### src/rtl/branch_redirect_ctrl_if.sv
// Fetch-redirect bus: the execute-stage resolution inputs and fetch stall come in,
// and the PC select, target and pipeline flushes go out.
interface branch_redirect_ctrl_if #(
   parameter int WIDTH = 32
);
   logic             ex_valid;
   logic             ex_branch;
   logic             ex_jump;
   logic             ex_jalr;
   logic             ex_cond;
   logic [WIDTH-1:0] ex_pc;
   logic [WIDTH-1:0] ex_imm;
   logic [WIDTH-1:0] ex_rs1;
   logic             f_stall;
   logic             PCsrc;
   logic [WIDTH-1:0] PCTarget;
   logic             flush_d;
   logic             flush_e;

   modport master (
      output ex_valid, ex_branch, ex_jump, ex_jalr, ex_cond,
             ex_pc, ex_imm, ex_rs1, f_stall,
      input  PCsrc, PCTarget, flush_d, flush_e
   );

   modport slave (
      input  ex_valid, ex_branch, ex_jump, ex_jalr, ex_cond,
             ex_pc, ex_imm, ex_rs1, f_stall,
      output PCsrc, PCTarget, flush_d, flush_e
   );
endinterface

### src/rtl/branch_redirect_ctrl.sv
// Resolves taken branches/jumps into a PCsrc/PCTarget redirect, holding it across
// fetch stalls, flagging misaligned targets and counting issued redirects.
module branch_redirect_ctrl #(
   parameter int WIDTH     = 32,
   parameter int CNT_WIDTH = 16
) (
   input  logic                 clk,
   input  logic                 rst,
   branch_redirect_ctrl_if.slave bus,
   output logic                 misalign_err,
   output logic [CNT_WIDTH-1:0] redirect_count
);
   typedef enum logic [1:0] {IDLE, PENDING, SHADOW} state_t;

   state_t               state_q, state_d;
   logic [WIDTH-1:0]     pend_q, pend_d;
   logic [WIDTH-1:0]     last_target_q, last_target_d;
   logic [CNT_WIDTH-1:0] count_q, count_d;
   logic                 misalign_q, misalign_d;

   logic [WIDTH-1:0]     tgt_sum;
   logic [WIDTH-1:0]     tgt;
   logic                 take;
   logic                 issue;
   logic                 pcsrc;
   logic [WIDTH-1:0]     pctarget;
   logic                 flush;

   always_comb begin
      tgt_sum = bus.ex_jalr ? (bus.ex_rs1 + bus.ex_imm) : (bus.ex_pc + bus.ex_imm);
      tgt     = bus.ex_jalr ? {tgt_sum[WIDTH-1:1], 1'b0} : tgt_sum;
      take    = bus.ex_valid & (bus.ex_jump | (bus.ex_branch & bus.ex_cond));

      state_d       = state_q;
      pend_d        = pend_q;
      last_target_d = last_target_q;
      misalign_d    = 1'b0;
      issue         = 1'b0;
      pcsrc         = 1'b0;
      pctarget      = last_target_q;
      flush         = 1'b0;

      case (state_q)
         IDLE: begin
            if (take) begin
               if (tgt[1]) begin
                  misalign_d = 1'b1;
               end else if (!bus.f_stall) begin
                  pcsrc         = 1'b1;
                  pctarget      = tgt;
                  flush         = 1'b1;
                  last_target_d = tgt;
                  issue         = 1'b1;
                  state_d       = SHADOW;
               end else begin
                  pend_d  = tgt;
                  state_d = PENDING;
               end
            end
         end
         // The held redirect is older than anything now in execute, so ex_* is ignored.
         PENDING: begin
            if (!bus.f_stall) begin
               pcsrc         = 1'b1;
               pctarget      = pend_q;
               flush         = 1'b1;
               last_target_d = pend_q;
               issue         = 1'b1;
               state_d       = SHADOW;
            end
         end
         SHADOW: begin
            state_d = IDLE;
         end
         default: begin
            state_d = IDLE;
         end
      endcase

      count_d = (issue && (count_q != {CNT_WIDTH{1'b1}})) ? count_q + 1'b1 : count_q;
   end

   always_ff @(posedge clk or posedge rst) begin
      if (rst) begin
         state_q       <= IDLE;
         pend_q        <= '0;
         last_target_q <= '0;
         count_q       <= '0;
         misalign_q    <= 1'b0;
      end else begin
         state_q       <= state_d;
         pend_q        <= pend_d;
         last_target_q <= last_target_d;
         count_q       <= count_d;
         misalign_q    <= misalign_d;
      end
   end

   assign bus.PCsrc      = pcsrc;
   assign bus.PCTarget   = pctarget;
   assign bus.flush_d    = flush;
   assign bus.flush_e    = flush;
   assign misalign_err   = misalign_q;
   assign redirect_count = count_q;
endmodule

### src/flat_wrapper.sv
// flat-port wrapper written by rule: the top's interface ports become plain ports
module branch_redirect_ctrl_flat 
#(
   parameter int WIDTH     = 32,
   parameter int CNT_WIDTH = 16
)
  (clk, rst, misalign_err, redirect_count, bus_ex_valid, bus_ex_branch, bus_ex_jump, bus_ex_jalr, bus_ex_cond, bus_ex_pc, bus_ex_imm, bus_ex_rs1, bus_f_stall, bus_PCsrc, bus_PCTarget, bus_flush_d, bus_flush_e);
  branch_redirect_ctrl_if #(.WIDTH(WIDTH)) bus_i ();
  input  logic clk;
  input  logic rst;
  output logic misalign_err;
  output logic [CNT_WIDTH-1:0] redirect_count;
  input wire logic [$bits(bus_i.ex_valid)-1:0] bus_ex_valid;
  input wire logic [$bits(bus_i.ex_branch)-1:0] bus_ex_branch;
  input wire logic [$bits(bus_i.ex_jump)-1:0] bus_ex_jump;
  input wire logic [$bits(bus_i.ex_jalr)-1:0] bus_ex_jalr;
  input wire logic [$bits(bus_i.ex_cond)-1:0] bus_ex_cond;
  input wire logic [$bits(bus_i.ex_pc)-1:0] bus_ex_pc;
  input wire logic [$bits(bus_i.ex_imm)-1:0] bus_ex_imm;
  input wire logic [$bits(bus_i.ex_rs1)-1:0] bus_ex_rs1;
  input wire logic [$bits(bus_i.f_stall)-1:0] bus_f_stall;
  output wire logic [$bits(bus_i.PCsrc)-1:0] bus_PCsrc;
  output wire logic [$bits(bus_i.PCTarget)-1:0] bus_PCTarget;
  output wire logic [$bits(bus_i.flush_d)-1:0] bus_flush_d;
  output wire logic [$bits(bus_i.flush_e)-1:0] bus_flush_e;
  assign bus_i.ex_valid = bus_ex_valid;
  assign bus_i.ex_branch = bus_ex_branch;
  assign bus_i.ex_jump = bus_ex_jump;
  assign bus_i.ex_jalr = bus_ex_jalr;
  assign bus_i.ex_cond = bus_ex_cond;
  assign bus_i.ex_pc = bus_ex_pc;
  assign bus_i.ex_imm = bus_ex_imm;
  assign bus_i.ex_rs1 = bus_ex_rs1;
  assign bus_i.f_stall = bus_f_stall;
  assign bus_PCsrc = bus_i.PCsrc;
  assign bus_PCTarget = bus_i.PCTarget;
  assign bus_flush_d = bus_i.flush_d;
  assign bus_flush_e = bus_i.flush_e;
  branch_redirect_ctrl #(.WIDTH(WIDTH), .CNT_WIDTH(CNT_WIDTH)) u_core (.clk(clk), .rst(rst), .bus(bus_i), .misalign_err(misalign_err), .redirect_count(redirect_count));
endmodule
### config.mk
export PLATFORM = sky130hd
export DESIGN_NAME = branch_redirect_ctrl_flat
export DESIGN_NICKNAME = d
export VERILOG_FILES = /design/src/rtl/branch_redirect_ctrl_if.sv /design/src/rtl/branch_redirect_ctrl.sv /design/src/flat_wrapper.sv
export SDC_FILE = /design/constraint.sdc
export NUM_CORES = 1
export LEC_CHECK = 0
export BUFFER_PORTS_ARGS = -buffer_cell sky130_fd_sc_hd__buf_2
export CORE_MARGIN = 10
export CORE_UTILIZATION = 25
export CTS_CLUSTER_SIZE = 14
export DETAILED_ROUTE_END_ITERATION = 8
export PLACE_DENSITY_LB_ADDON = 0.15
export SETUP_SLACK_MARGIN = 0.2
export SLEW_MARGIN = 0
export SYNTH_ARGS = -nofsm -noshare
export SYNTH_HDL_FRONTEND = slang
export SYNTH_SLANG_ARGS = --single-unit
### constraint.sdc
create_clock -name clk -period 6.4 [get_ports clk]
set_input_delay 0.32 -clock clk [delete_from_list [all_inputs] [get_ports clk]]
set_output_delay 0.32 -clock clk [all_outputs]
set_load 0.02 [all_outputs]
==> results by group, run 1 <==
Die
  – Num rows: 54
  – Die Ht: 168 µm
  – IO Count: 156
  – Die Footprint: ~0.028 mm²
  – Die Wd: between 150 and 200 µm
  – Core area: about 0.022 mm²
  – Starting Density: about a quarter

Clock tree
  – Worst-Skew Late Latency: roughly 0.33 ns
  – Post-CTS Setup Inserts: 0
  – Total clock sinks: 82
  – CTS Hold Bufs: 0
  – H-tree depth: 3
  – Root Buffer: clkbuf_16
  – Post_cts resized: 0
  – Clock buffer depth: 2
  – Register clock-pin slew on the reported worst setup and hold paths: roughly 0.06 ns
  – CTS Buf Count: 9
  – TritonCTS clock tree: done

Finish
  – Nets: 855
  – Layout Area Growth over Synthesis: 25.1%
  – Post-route insts no fill: 1001
  – Antenna Cells: 0
  – Final Util: about a third
  – Share of layout cells above drive strength 1: about a third

Timing
  – Worst-margin pin slew: 1.32 ns
  – Final Max Tran Viols: 0
  – Setup TNS: 0 ns
  – Min Tclk post-route: roughly 4.3 ns
  – Fin crit share: about two thirds
  – Fmax: roughly 0.23 GHz
  – Unrepaired setup endpoints after global routing: false
  – Hold Slack: roughly 0.26 ns
  – Setup Viol. Count Final: 0
  – Fin Clk Skew: roughly 0.0033 ns
  – Max_slew headroom: a little under an eighth
  – Final hold vios: 0

Route
  – Vias post-DR: slightly below 5000
  – TritonRoute pass-1 iters: 5
  – Remaining DRCs: 0
  – Initial drt markers: 280
  – Vias per cell: just under 5
  – Detail Route Antenna Nets: 0
  – Detailed Route WL: approximately 17 mm
  – Routed length per instance: between 15 and 20 µm

Critical path
  – Crit path launch type: input port
  – Worst r2r path cells: 8
  – Worst Path Required: a little over 6 ns
  – Crit Path Category: in -> out
  – Maximum fanout along the worst path: 33
  – Worst r2r src: u_core.state_q[0]
  – Worst R2R Setup Slack: 3.54 ns
  – Crit. End Element: output pin
  – End of the worst register-to-register path: u_core.redirect_count[13]
  – CP arrival: about 4 ns

Synthesis
  – Ranking of synthesized cells by area: dfrtp_1, mux2_2, ha_1, xnor2_1, nand2_1
  – Most common cell in the netlist: dfrtp_1
  – Synth Flop Type: dfrtp_1
  – Synth Area in Compound Gates: 22.6%
  – Sequential element share of the synthesized area: roughly 38%
  – Mux share of post-synthesis cell area: around a tenth
  – Largest family of logic cells by synthesized area: compound AO/OA/AOI/OAI gates
  – Top cell type's share of synthesized area: about 38%
  – Post-synthesis cell count: a little under 600
  – Post-synth EDFFs: 0
  – Warnings from Yosys: 0
  – FF+latch count, synth: 82
  – Yosys cell types: roughly 60
  – Synth Area in Simple Gates: approximately an eighth
  – Syn_nets: slightly above 700
  – Syn avg cell area: about 9.5 µm²
  – Xor and xnor area share after synthesis: ~6.6%
  – Commonest cells post-synth: dfrtp_1, nand2_1, mux2_2
  – Post-Synth Adder-Cell Area: between 7 and 8%
  – Synth area leader: dfrtp_1
  – Cell area after synthesis: 0.00546 mm²
  – FFs w/ async S/R, synth: 100%

Global route
  – Global-route wire length before repair: approximately 28 mm
  – Initial antenna violation count: 0
  – GR Overflow Total: 0
  – GRT Resource Usage Total: 12.1%
  – Vias in the first global route: approximately 5200
  – Pin count of the biggest net entering global routing: slightly above 80

Place
  – Post-DP HPWL: about 14 mm
  – Cell count after placement: roughly 990
  – Buffers on Ports: between 150 and 200
  – Gp weighted congestion: 0.849

Pwr
  – Total power draw: roughly 2.3 mW
  – Leakage power: approximately 3.3 nW
  – Pwr Density: ~340 mW/mm²
  – Maximum VDD drop: 0.131 mV

Run status
  – Status: finished, final reports clean

Worst hold path
  – Worst Hold Launch: bus_ex_valid
  – Hold Crit Endpoint: u_core.misalign_err
  – Hold Crit Class: in -> reg
  – Hold Path Stages: 3

Job
  – Max Cap Viol: 0
## sequential cells by signal, indices dropped and copies added (netlist names)
signal	cells
u_core.redirect_count	16
u_core.pend_q	31
u_core.state_q	2
u_core.last_target_q	32
u_core.misalign_err	1
## kinds of logic after synthesis
logic type               Yosys count
adder cells (fa/ha/maj)           33
AO/OA/AOI/OAI                    181
flip-flops                        82
multiplexers                      48
XOR/XNOR                          41
AND/OR/NAND/NOR                  140
buffers and inverters             52
## how the worst max path moves through the flow
stage | start | endpoint | cells past startpoint
finish | bus_ex_jalr | bus_PCTarget[11] | 10
global route | bus_ex_jalr | bus_PCTarget[11] | 10
CTS | bus_ex_jalr | bus_PCTarget[11] | 10
detailed placement | bus_ex_jalr | bus_PCTarget[11] | 10
global placement | bus_ex_jalr | bus_PCTarget[29] | 10
floorplan | bus_ex_jalr | bus_PCTarget[31] | 12
## critical path, stage by stage
cell,delay [ns]
buf_2,0.55
mux2_2,0.42
ha_1,0.22
fa_1,0.55
nor2_1,0.07
and4b_1,0.25
nor2_2,0.99
a22oi_1,0.17
o21ai_0,0.23
buf_2,0.24
## placed cells by master (no fill, tap or decap), types with 6 or more instances in the layout
cell type  count
nor3_1         9
a222oi_1       9
o21ai_1       17
a21oi_1       29
dfrtp_1       82
a22oi_1       20
buf_2        155
a21o_1        16
clkbuf_16      9
a31oi_1        6
nand2_1       58
and3_1         7
xor2_1        16
a22o_1         6
o21ai_0       35
mux2_2        43
nor2_1        28
inv_1         22
nand3_1       13
ha_1          32
nand4_1        8
xnor2_1       25
## per-stage QoR
step / instance area [µm²] / setup WS [ns]
finish: 6830 / 2.06
global route: 6830 / 1.72
CTS: 6830 / 1.92
detailed placement: 6510 / 1.92
global placement: 6510 / 2.13
floorplan: 5460 / 2.74
## cell type report
type	instances	area, µm²
inverters	23	87.6
clock inverters	2	60.1
flip-flops and latches	82	2050
clock buffers	12	267
repair buffers	159	806
well taps	280	350
fillers	2285	14900
multi-input cells	443	3210
## metal layers
metal / track usage (%) / share of wire (%)
met1: 16.0 / 47
met2: 19.1 / 46
met3: 3.26 / 5.6
met4: 3.44 / 1.2
met5: 0 / 0
## power breakdown
part           internal (mW)  total [mW]  switching [mW]  leakage [nW]
combinational          0.367       0.945           0.578          2.13
sequential             0.722       0.826           0.105          1.04
clock                  0.369       0.566           0.197         0.161
Power figures use the tool's default switching activity.
==> inputs of run 2 (changes only) <==
ABC_AREA = 1   (was unset)
clock period = 3.8 ns   (was 6.4 ns; I/O delays follow)
==> results by group, run 2 <==
Run status
  – Status: finished, final reports clean

Clock tree
  – Root Buffer: clkbuf_16
  – Total clock sinks: 82 (unchanged)
  – H-tree depth: 3 (unchanged)
  – CTS Buf Count: 9 (unchanged)
  – Worst-Skew Late Latency: 0.33 ns (about the same)
  – Clock buffer depth: 2 (unchanged)
  – Register clock-pin slew on the reported worst setup and hold paths: 0.06 ns (about the same)
  – TritonCTS clock tree: done
  – Post-CTS Setup Inserts: 0 (unchanged)

Route
  – TritonRoute pass-1 iters: 6 (+1)
  – Detail Route Antenna Nets: 0 (unchanged)
  – Routed length per instance: 16.1 µm (-7.5%)
  – Detailed Route WL: 22.1 mm (+27%)
  – Vias post-DR: 6325 (+30%)
  – Initial drt markers: 370 (+32%)
  – Remaining DRCs: 0 (unchanged)
  – Vias per cell: 4.60 (-5.4%)

Timing
  – Worst-margin pin slew: 0.666 ns (-0.654 ns)
  – Min Tclk post-route: around 3.2 ns
  – Final Max Tran Viols: 0 (unchanged)
  – Setup TNS: 0 ns (unchanged)
  – Unrepaired setup endpoints after global routing: false
  – Fin Clk Skew: 0.00778 ns (+0.00448 ns)
  – Fin crit share: between 80% and 90%
  – Fmax: approximately 0.31 GHz
  – Setup Viol. Count Final: 0 (unchanged)
  – Max_slew headroom: 55.5% (+44 points)
  – Final hold vios: 0 (unchanged)

Finish
  – Layout Area Growth over Synthesis: 22.0%
  – Max reg flops: 32 (unchanged)
  – Antenna Cells: 0 (unchanged)
  – Commonest cells after routing, fill and taps aside: nand2_1, buf_2, nand3_1
  – Commonest non-fill, non-tap cell in the layout: nand2_1
  – Sequential cell area: 0.00205 mm² (unchanged)
  – Nets: 1179 (+38%)
  – Multi-input gate area: 0.00387 mm² (+20%)
  – Design Area, Final: 0.00774 mm² (+13%)
  – Share of layout cells above drive strength 1: 22.9% (-9.3 points)
  – Fill cells: 2811 (+23%)
  – Top reg by flops: u_core.last_target_q

Synthesis
  – Synth Flop Type: dfrtp_1
  – Post-Synth Adder-Cell Area: 6.63% (-1.1 points)
  – Syn avg cell area: 7.13 µm² (-25%)
  – Xor and xnor area share after synthesis: 3.45% (-3.1 points)
  – Post-synth EDFFs: 0 (unchanged)
  – Cell area after synthesis: 0.00634 mm² (+16%)
  – Synth Area in Compound Gates: 10.8% (-12 points)
  – Mux share of post-synthesis cell area: 5.68% (-4.1 points)
  – FF+latch count, synth: 82 (unchanged)
  – FFs w/ async S/R, synth: 100% (unchanged)
  – Yosys cell types: 41 (-31%)
  – Sequential element share of the synthesized area: 32.4% (-5.2 points)
  – Synth area leader: dfrtp_1
  – Commonest cells post-synth: nand2_1, nand3_1, dfrtp_1
  – Most common cell in the netlist: nand2_1
  – Warnings from Yosys: 0 (unchanged)
  – Post-synthesis cell count: 889 (+54%)
  – Ranking of synthesized cells by area: dfrtp_1, nand2_1, nand3_1, ha_1, mux2_2
  – Largest family of logic cells by synthesized area: simple AND/OR/NAND/NOR gates
  – Top cell type's share of synthesized area: 32.4% (-5.2 points)
  – Synth Area in Simple Gates: 34.5% (+22 points)
  – Syn_nets: 1026 (+44%)

Global route
  – Pin count of the biggest net entering global routing: 37 (-55%)
  – GRT Resource Usage Total: 14.0% (+1.8 points)
  – GR Overflow Total: 0 (unchanged)
  – Initial antenna violation count: 0 (unchanged)
  – Vias in the first global route: 6581 (+28%)
  – Global-route wire length before repair: 35.5 mm (+27%)

Die
  – Die Ht: 179 µm (+6.8%)
  – Starting Density: 25.3% (+0.15 points)
  – Num rows: 58 (+7.4%)
  – IO Count: 156 (unchanged)
  – Core area: 0.0250 mm² (+15%)
  – Die Wd: 179 µm (+6.8%)
  – Die Footprint: 0.0321 mm² (+14%)

Critical path
  – Worst Path Required: 3.61 ns (-2.47 ns)
  – Crit path launch type: input port
  – Maximum fanout along the worst path: 31 (-6.1%)
  – Worst r2r path cells: 11 (+3)
  – CP arrival: 3.01 ns (-1.01 ns)
  – Worst R2R Setup Slack: 1.44 ns (-2.10 ns)
  – Worst r2r src: u_core.state_q[1]
  – Crit Path Category: in -> out
  – End of the worst register-to-register path: u_core.redirect_count[8]
  – Crit. End Element: output pin

Worst hold path
  – Hold Path Stages: 3 (unchanged)
  – Worst Hold Launch: bus_ex_valid
  – Hold Crit Endpoint: u_core.misalign_err
  – Hold Crit Class: in -> reg

Pwr
  – Leakage power: 3.91 nW (+17%)
  – Maximum VDD drop: 0.211 mV (+61%)
  – Pwr Density: 512 mW/mm² (+50%)

Place
  – Gp weighted congestion: 0.839 (-1.3%)
  – Placed Area: 0.00747 mm² (+15%)
  – Post-DP HPWL: 17.9 mm (+30%)
  – Buffers on Ports: 155 (unchanged)

Job
  – Max Cap Viol: 0 (unchanged)
[run 2: cell types whose count changed after synthesis, sizes merged, moves of 9 or more]
| cell | before | now |
|---|---|---|
| nor2 | 29 | 76 |
| clkbuf | 25 | 9 |
| a222oi | 9 | 0 |
| inv | 23 | 79 |
| nand2 | 58 | 294 |
| xnor2 | 25 | 9 |
| o21ai | 52 | 39 |
| nand3 | 13 | 91 |
| a21o | 17 | 0 |
| mux2 | 43 | 32 |
| buf | 4 | 13 |
[run 2: how the worst max path moves through the flow]
stage,startpoint,slack (ns),endpoint,depth (start not counted)
floorplan,bus_ex_jalr,1.01,bus_PCTarget[11],10
global placement,bus_ex_jalr,0.44,bus_PCTarget[17],14
detailed placement,bus_ex_jalr,0.50,bus_PCTarget[17],14
CTS,bus_ex_jalr,0.49,bus_PCTarget[17],14
global route,bus_ex_jalr,0.29,bus_PCTarget[20],16
finish,bus_ex_jalr,0.60,bus_PCTarget[17],14
[run 2: final cells by class]
class / instances / share of cell area (%)
multi-input cells: 705 / 50.0
flip-flops and latches: 82 / 26.5
repair buffers: 164 / 11.0
well taps: 330 / 5.34
inverters: 80 / 3.95
clock buffers: 9 / 2.91
clock inverters: 4 / 0.291
[run 2: critical path, stage by stage]
cell and delay, ns:
buf_2 0.11, buf_6 0.27, mux2_2 0.38, ha_1 0.39, nand2_1 0.12, nor2_1 0.21
inv_1 0.11, nor3_1 0.44, nand4_1 0.16, nand3_1 0.12, or2_2 0.12, nand3_1 0.06
nand3_1 0.12, buf_2 0.19
[run 2: cells by family (layout without fill, tap and decap cells)]
logic type,Yosys count,in the layout
compound gates,116,116
xor+xnor,25,25
fa+ha+maj,33,33
buf+inv,102,257
flops,82,82
mux,32,32
simple gates,499,499
[run 2: metrics by stage]
stage	setup slack (ns)	power, mW	hold slack [ns]	cells	util (%)
4_1_cts	0.493	4.04	0.224	1374	30.9
3_3_place_gp	0.437	3.23	0.176	1360	29.9
2_1_floorplan	1.01	2.60	0.371	889	-
6_report	0.600	3.96	0.241	1374	30.9
3_5_place_dp	0.496	3.23	0.173	1360	29.9
5_1_grt	0.290	4.32	0.257	1374	30.9
[run 2: power by group]
group | internal [mW] | switching, mW | total [mW]
registers | 1.23 | 0.226 | 1.45
logic | 0.597 | 1.14 | 1.74
clock network | 0.428 | 0.344 | 0.772
total | 2.25 | 1.71 | 3.96
[run 2: timing repair]
item,4_1_cts,5_1_grt
setup endpoints to repair,0,1
hold endpoints to repair,16,0
gates resized for setup,0,1
hold buffers,1,0
[run 2: per-layer routing]
metal | up-vias | routed length [µm] | global-route usage, %
met1 | 2884 | 10600 | 19.1
met2 | 177 | 10000 | 22.2
met4 | 0 | 291 | 3.38
met3 | 12 | 1180 | 2.57
met5 | - | 0 | 0
li1 | 3252 | - | -
